[src/rtl/interrupt_controller_pkg.sv]
// Shared constants for the interrupt controller: register map, IntCtrl fields,
// FSM state encoding, interrupt source indices and a priority helper.
package interrupt_controller_pkg;

  localparam int NUM_SRC = 4;

  localparam logic [31:0] OFF_INT_CTRL    = 32'h0;
  localparam logic [31:0] OFF_INT_PENDING = 32'h4;
  localparam logic [31:0] OFF_INT_CAUSE   = 32'h8;

  localparam int CTRL_GIE_BIT    = 4;
  localparam int CTRL_MASK_MSB   = 3;
  localparam int CAUSE_VALID_BIT = 31;

  typedef enum logic [1:0] {
    SRC_TIMER   = 2'd0,
    SRC_UART_RX = 2'd1,
    SRC_UART_TX = 2'd2,
    SRC_EXT     = 2'd3
  } irq_src_e;

  typedef enum logic [1:0] {
    ST_IDLE    = 2'd0,
    ST_PENDING = 2'd1,
    ST_SERVICE = 2'd2
  } irq_state_e;

  // Lowest-numbered active source has the highest priority.
  function automatic irq_src_e lowest_src(input logic [NUM_SRC-1:0] active);
    irq_src_e src;
    src = SRC_TIMER;
    for (int i = NUM_SRC - 1; i >= 0; i--) begin
      if (active[i]) src = irq_src_e'(2'(i));
    end
    return src;
  endfunction

endpackage

[src/rtl/irq_edge_sync.sv]
// Two-flop synchronizer for one asynchronous interrupt line, followed by a
// rising-edge detector on the synchronized level.
module irq_edge_sync (
  input  logic clk,
  input  logic reset,
  input  logic i_async,
  output logic o_rise
);

  logic       r_meta;
  logic       r_sync;
  logic       r_prev;
  logic [1:0] r_fill;

  // r_prev starts high and only tracks r_sync once the chain holds real
  // samples, so a line already high at reset release is not seen as an edge.
  // NOTE: non-blocking (<=) for every flop so each stage samples pre-edge values.
  always_ff @(posedge clk) begin
    if (!reset) begin
      r_meta <= 1'b0;
      r_sync <= 1'b0;
      r_prev <= 1'b1;
      r_fill <= 2'b00;
    end else begin
      r_meta <= i_async;
      r_sync <= r_meta;
      r_fill <= {r_fill[0], 1'b1};
      if (r_fill[1]) r_prev <= r_sync;
    end
  end

  assign o_rise = r_sync & ~r_prev;

endmodule

[src/rtl/interrupt_controller.sv]
// Memory-mapped interrupt controller: four level sources latched into pending
// bits, masked and prioritised, with a three-state trap handshake to the CPU.
module interrupt_controller
  import interrupt_controller_pkg::*;
#(
  parameter logic [31:0] BASE_ADDR = 32'h40000030
) (
  input  logic        clk,
  input  logic        reset,
  input  logic [3:0]  IntReq,
  input  logic        PCSupervisor,
  input  logic        MemRd,
  input  logic        MemWr,
  input  logic [31:0] Address,
  input  logic [31:0] WriteData,
  output logic [31:0] ReadData,
  output logic        IRQ
);

  localparam logic [31:0] ADDR_CTRL    = BASE_ADDR + OFF_INT_CTRL;
  localparam logic [31:0] ADDR_PENDING = BASE_ADDR + OFF_INT_PENDING;
  localparam logic [31:0] ADDR_CAUSE   = BASE_ADDR + OFF_INT_CAUSE;

  irq_state_e         r_state;
  irq_state_e         w_state_next;
  logic               r_gie;
  logic [NUM_SRC-1:0] r_mask;
  logic [NUM_SRC-1:0] r_pending;
  irq_src_e           r_cause_idx;
  logic               r_cause_valid;
  logic               r_sup_seen;

  logic [NUM_SRC-1:0] w_rise;
  logic [NUM_SRC-1:0] w_active;
  logic [NUM_SRC-1:0] w_clear;
  logic               w_sel_ctrl;
  logic               w_sel_pend;
  logic               w_sel_cause;
  logic               w_hit;
  logic               w_take_trap;
  logic [31:0]        w_read_data;
  logic               w_unused;

  for (genvar g = 0; g < NUM_SRC; g++) begin : g_src
    irq_edge_sync u_edge_sync (
      .clk    (clk),
      .reset  (reset),
      .i_async(IntReq[g]),
      .o_rise (w_rise[g])
    );
  end

  assign w_sel_ctrl  = (Address[31:2] == ADDR_CTRL[31:2]);
  assign w_sel_pend  = (Address[31:2] == ADDR_PENDING[31:2]);
  assign w_sel_cause = (Address[31:2] == ADDR_CAUSE[31:2]);
  assign w_clear     = (MemWr && w_sel_pend) ? WriteData[NUM_SRC-1:0] : '0;

  always_ff @(posedge clk) begin
    if (!reset) begin
      r_gie     <= 1'b0;
      r_mask    <= '0;
      r_pending <= '0;
    end else begin
      if (MemWr && w_sel_ctrl) begin
        r_gie  <= WriteData[CTRL_GIE_BIT];
        r_mask <= WriteData[CTRL_MASK_MSB:0];
      end
      // A new edge wins over a software clear landing in the same cycle.
      r_pending <= (r_pending & ~w_clear) | w_rise;
    end
  end

  assign w_active    = r_pending & r_mask;
  assign w_hit       = r_gie & (|w_active);
  assign IRQ         = (r_state == ST_PENDING) & ~PCSupervisor;
  assign w_take_trap = IRQ;

  always_ff @(posedge clk) begin
    if (!reset) r_state <= ST_IDLE;
    else        r_state <= w_state_next;
  end

  // NOTE: default assigned first so every path drives w_state_next (no latch).
  always_comb begin
    w_state_next = r_state;
    case (r_state)
      ST_IDLE:    if (w_hit) w_state_next = ST_PENDING;
      ST_PENDING: begin
        if (w_take_trap) w_state_next = ST_SERVICE;
        else if (!w_hit) w_state_next = ST_IDLE;
      end
      ST_SERVICE: if (!PCSupervisor && r_sup_seen) w_state_next = ST_IDLE;
      default:    w_state_next = ST_IDLE;
    endcase
  end

  // Cause persists across the handler; r_sup_seen marks handler entry.
  always_ff @(posedge clk) begin
    if (!reset) begin
      r_cause_idx   <= SRC_TIMER;
      r_cause_valid <= 1'b0;
      r_sup_seen    <= 1'b0;
    end else begin
      if (w_take_trap) begin
        r_cause_idx   <= lowest_src(w_active);
        r_cause_valid <= 1'b1;
      end
      if (r_state != ST_SERVICE) r_sup_seen <= 1'b0;
      else if (PCSupervisor)     r_sup_seen <= 1'b1;
    end
  end

  always_comb begin
    w_read_data = '0;
    if (MemRd) begin
      if (w_sel_ctrl) begin
        w_read_data[CTRL_GIE_BIT]      = r_gie;
        w_read_data[CTRL_MASK_MSB:0]   = r_mask;
      end else if (w_sel_pend) begin
        w_read_data[NUM_SRC-1:0]       = r_pending;
      end else if (w_sel_cause) begin
        w_read_data[CAUSE_VALID_BIT]   = r_cause_valid;
        w_read_data[1:0]               = r_cause_idx;
      end
    end
  end

  assign ReadData = w_read_data;
  assign w_unused = ^{Address[1:0], WriteData[31:CTRL_GIE_BIT+1]};

endmodule

[config.mk]
export PLATFORM = sky130hd
export DESIGN_NAME = interrupt_controller
export DESIGN_NICKNAME = d
export VERILOG_FILES = /design/src/rtl/interrupt_controller_pkg.sv /design/src/rtl/irq_edge_sync.sv /design/src/rtl/interrupt_controller.sv
export SDC_FILE = /design/constraint.sdc
export NUM_CORES = 1
export LEC_CHECK = 0
export BUFFER_PORTS_ARGS = -buffer_cell sky130_fd_sc_hd__buf_2
export CAP_MARGIN = 25
export CORE_MARGIN = 1
export CORE_UTILIZATION = 40
export DETAILED_ROUTE_END_ITERATION = 7
export PLACE_DENSITY = 0.79
export SYNTH_ARGS = -nofsm -noshare
export SYNTH_HDL_FRONTEND = slang
export SYNTH_SLANG_ARGS = --single-unit
[constraint.sdc]
create_clock -name clk -period 3.4 [get_ports clk]
set_input_delay 1.02 -clock clk [delete_from_list [all_inputs] [get_ports clk]]
set_output_delay 1.02 -clock clk [all_outputs]
set_load 0.1 [all_outputs]
After elaboration in Yosys (flattened, before gate mapping)
Cells that the tools add are included.
- bits in registers: 35
- output and inout bits: 33
- word-level logic and storage cells: 84
- bits of input ports: 73
- equal/unequal tests: 9
- reduce and logical (&&, ||, !) cells: 8
- multiplexer cells: 24
- bitwise gates (word level): 16
- operators with widths (kind ; number):
    $eq 30x29->1 const B ; 3
    $mux 2 ; 11
    $mux 1 ; 9
    $and 4x4->4 ; 2
    $mux 4 ; 2
    $and 1x1->1 ; 6
    $ne 2x2->1 const B ; 3
    $not 1->1 ; 6
    $pmux 2 s3 ; 1
    $mux 5 ; 1
    $not 4->4 ; 1
    $or 4x4->4 ; 1
    $reduce_or 4->1 ; 1
    $logic_and 1x1->1 ; 3
    $ne 3x3->1 const B ; 1
    $reduce_and 3->1 ; 1
    $eq 2x1->1 const B ; 1
    $eq 2x2->1 const B ; 1
    $logic_not 2->1 ; 1
    $reduce_or 2->1 ; 1
    $logic_not 1->1 ; 1

Logic depth before layout (Yosys ltp)
- word-level depth: 6
- mapped depth: 5
- depth with buffers taken out: 5

By module
From an unflattened synthesis, not the netlist that was laid out.
- cells, all modules: 173
- area, all modules: 1604.0 sq um
- modules (own cells, without submodules) (module ; times used ; sequential area each (sq um) ; cells each ; area an instance (sq um)):
    interrupt_controller ; 1 ; 300.3 ; 129 ; 1048.5
    irq_edge_sync ; 4 ; 100.1 ; 11 ; 138.9

Least setup slack after synthesis
No wires, ideal clock.
- path type: input to output
- start: input Address[7]
- end: output ReadData[2]
- path buffers: 0
- path slack: -1.679 ns
- required time: 2.380 ns
- arrival: 4.059 ns
- cell stages on the path: 3
- cells stage by stage: or4_4 or3_4 nor3_1
- cells in the longest elaborated chain, start to end: 4
- elaborated cells on any way between the ends: 5
- ends and longest elaborated chain (element ; RTL line ; source):
    start: declaration ; interrupt_controller.sv:14 ; input logic [31:0] Address,
    $eq 30x29->1 ; interrupt_controller.sv:54 ; assign w_sel_pend = (Address[31:2] == ADDR_PENDING[31:2]);
    $mux 2 ; interrupt_controller.sv:119 ; end else if (w_sel_pend) begin
    $mux 4 (*) ; interrupt_controller.sv:116 ; if (w_sel_ctrl) begin
    $mux 5 (*) ; interrupt_controller.sv:115 ; if (MemRd) begin
    end: declaration ; interrupt_controller.sv:16 ; output logic [31:0] ReadData,
Mark *: on every way between the ends. The rest lies on a longest branch, timed or not.

Worst setup path after layout
- start: input Address[7]
- end: output ReadData[4]
- cells in the longest elaborated chain, start to end: 3
- ends and longest elaborated chain (element ; RTL line ; source):
    $eq 30x29->1 ; interrupt_controller.sv:53 ; assign w_sel_ctrl = (Address[31:2] == ADDR_CTRL[31:2]);
    $mux 1 ; interrupt_controller.sv:116 ;
    $mux 5 ; interrupt_controller.sv:115 ;
Every way passes these cells.

==> results.ini <==
[finish]
fin_nets = 293
final_common_cell = buf_2
diodes = 0
stdcell_area_sq_um = 2020
n_fill_cell = 303
drive_above_1_share_pct = 34.1
area_growth_pct = 37.0
final_cells = 266
layout_common_cells = buf_2, dfxtp_1, conb_1
fin_util_pct = 58.6

[power_and_ir_drop]
leakagePower_nw = 0.898
peakVddDrop_mv = 0.318
p_per_area_nw_per_um2 = 407
total_power_uw = 821

[die]
die_w_um = 62.7
core_area_sq_um = 3440
pin_count = 106
dieArea_sq_um = 3930
rows = 21
start_util_pct = 42.8
die_height_um = 62.7

[clock_tree]
root_buffer = clkbuf_8
htreeDepth = 2
cts_hold_buffers = 0
tritoncts = yes
clock_path_buffers = 2
cts_sinks = 29
cts_made_buffers = 5
cts.clk_slew.worst_paths_ps = 50
insertion_delay_ps = 280

[grt]
grt_first_pass_wirelength_um = 4560
overflow = 0
antenna_found_initial = 0
grt_max_degree = 34
first_global_vias = 1019
grt_util_all_layers_pct = 14.9

[setup_path]
crit_start = Address[7]
critical_path_class = in -> out
worstPathMaxFanout = 2
reg2reg_slack_ps = 2270
end_kind = output port
startpoint_type = input pin
reg2reg_from = r_state[0]
crit_required_ps = 2380
critPathArrivalTime_ps = 2520

[timing]
worst_slew_pin_slew_ps = 504
period_share_pct = 104
setup_viol = 6
hold_viol = 0
rsz0062_at_grt = true
holdWs_ps = 429
max_freq_ghz = 0.283
skew_ps = 4.54
fin_ws_ps = -138
slew_viol_final = 0
relSlewSlack_pct = 66.1
min_period_ps = 3540
tns_ps = -440

[drt]
routed-via-count = 1219
routed_via_density = 4.58
drtIter0Drc = 21
drtPass1Iterations = 4
wl_per_cell_um = 10.7
drcViolationCount = 0
final_antenna_net_count = 0
drt-total-wl_um = 2840

[place]
port_buffers = 50
hpwl_um = 2070
place.gp.congestion = 0.759
placed_area_sq_um = 1850
place_ws_ps = -166
dpl.cell_count = 258

[synth]
syn_area_per_cell_sq_um = 8.98
synth-seq-area-share_pct = 39.4
synth_seq_cells = 29
synth_cell_type_count = 30
yosysWarnings = 0
synth_cells = 164
mappedNetlistArea_sq_um = 1470

[run]
drv_cap = 0

[status]
violations = setup timing
outcome = finished with violations

[worst_hold_path]
holdCritStartpoint = g_src[3].u_edge_sync.r_fill[0]
hold_path.class = reg -> reg

## where the power goes
| group | total, mW | switching [mW] | internal, mW |
|---|---|---|---|
| clock network | 0.277 | 0.117 | 0.160 |
| logic | 0.189 | 0.153 | 0.0362 |
| registers | 0.355 | 0.00501 | 0.350 |
## final cells by class
cell class	count	area [sq um]	area share [%]
flip-flops and latches	29	581	28.8
clock buffers	7	86.3	4.28
inverters	2	7.51	0.372
repair buffers	55	425	21.1
well taps	46	57.6	2.85
multi-input cells	127	861	42.7
## synthesized netlist by cell type
library cell / number / area [sq um]
or3_4: 1 / 11.3
nor2_1: 3 / 11.3
conb_1: 1 / 3.75
buf_4: 26 / 195
nor4b_2: 3 / 45.0
a211o_1: 1 / 8.76
a21oi_1: 4 / 20.0
a21boi_0: 2 / 15.0
nor4b_1: 1 / 8.76
nand3b_1: 1 / 7.51
nand2_1: 23 / 86.3
nor4_4: 1 / 21.3
nor4_1: 4 / 25.0
a22oi_1: 2 / 15.0
mux2i_1: 13 / 130
nor2b_1: 10 / 62.6
clkbuf_1: 5 / 18.8
inv_1: 2 / 7.51
o21a_1: 1 / 7.51
and3_1: 3 / 18.8
a2111oi_0: 1 / 8.76
dfxtp_1: 29 / 581
or4_4: 1 / 11.3
a32oi_1: 1 / 8.76
nand4_1: 1 / 6.26
nand2b_1: 2 / 12.5
o211ai_1: 1 / 7.51
o21ai_0: 8 / 40.0
and2_1: 10 / 62.6
nor3_1: 3 / 15.0
## path summary, 6_finish.rpt
check	endpoint	cells past startpoint
worst max-delay path	ReadData[4]	5
worst min-delay path	g_src[2].u_edge_sync.r_fill[1]	1
worst max register to register	r_cause_idx[0]	4
worst min register to register	g_src[2].u_edge_sync.r_fill[1]	1
## repair_timing
action / CTS / global route
setup buffers: 2 / 0
pin swaps: 6 / 4
resized for setup: 7 / 4
endpoints found under the setup margin: 6 / 6
## cell families after synthesis
kind of cell / after synthesis / share of synthesized area (%)
AOI/OAI and AO/OA: 21 / 8.92
buffers and inverters: 33 / 15.0
DFF: 29 / 39.4
muxes: 13 / 8.84
other: 1 / 0.255
and+or+nand+nor: 67 / 27.5
## registers in the layout, summed over array words and instances, names as in the netlist, 2 cells and up
register / count
g_src.u_edge_sync.r_meta: 4
r_pending: 4
g_src.u_edge_sync.r_fill: 2
g_src.u_edge_sync.r_prev: 4
r_cause_idx: 2
g_src.u_edge_sync.r_sync: 4
r_state: 2
r_mask: 4
## layer usage
layer  vias to the layer above  track usage (%)  share of wire (%)
li1                        624                -                  -
met2                        50             23.9                 47
met3                         6             4.93                7.5
met5                         -                0                  0
met1                       539             17.8                 43
met4                         0             6.98                1.6
## critical path, stage by stage
cell and delay (ps):
buf_6 90, or4_4 530, or3_4 380, nor4b_4 280, buf_12 220
No activity file was read; power rests on OpenSTA's default activity.
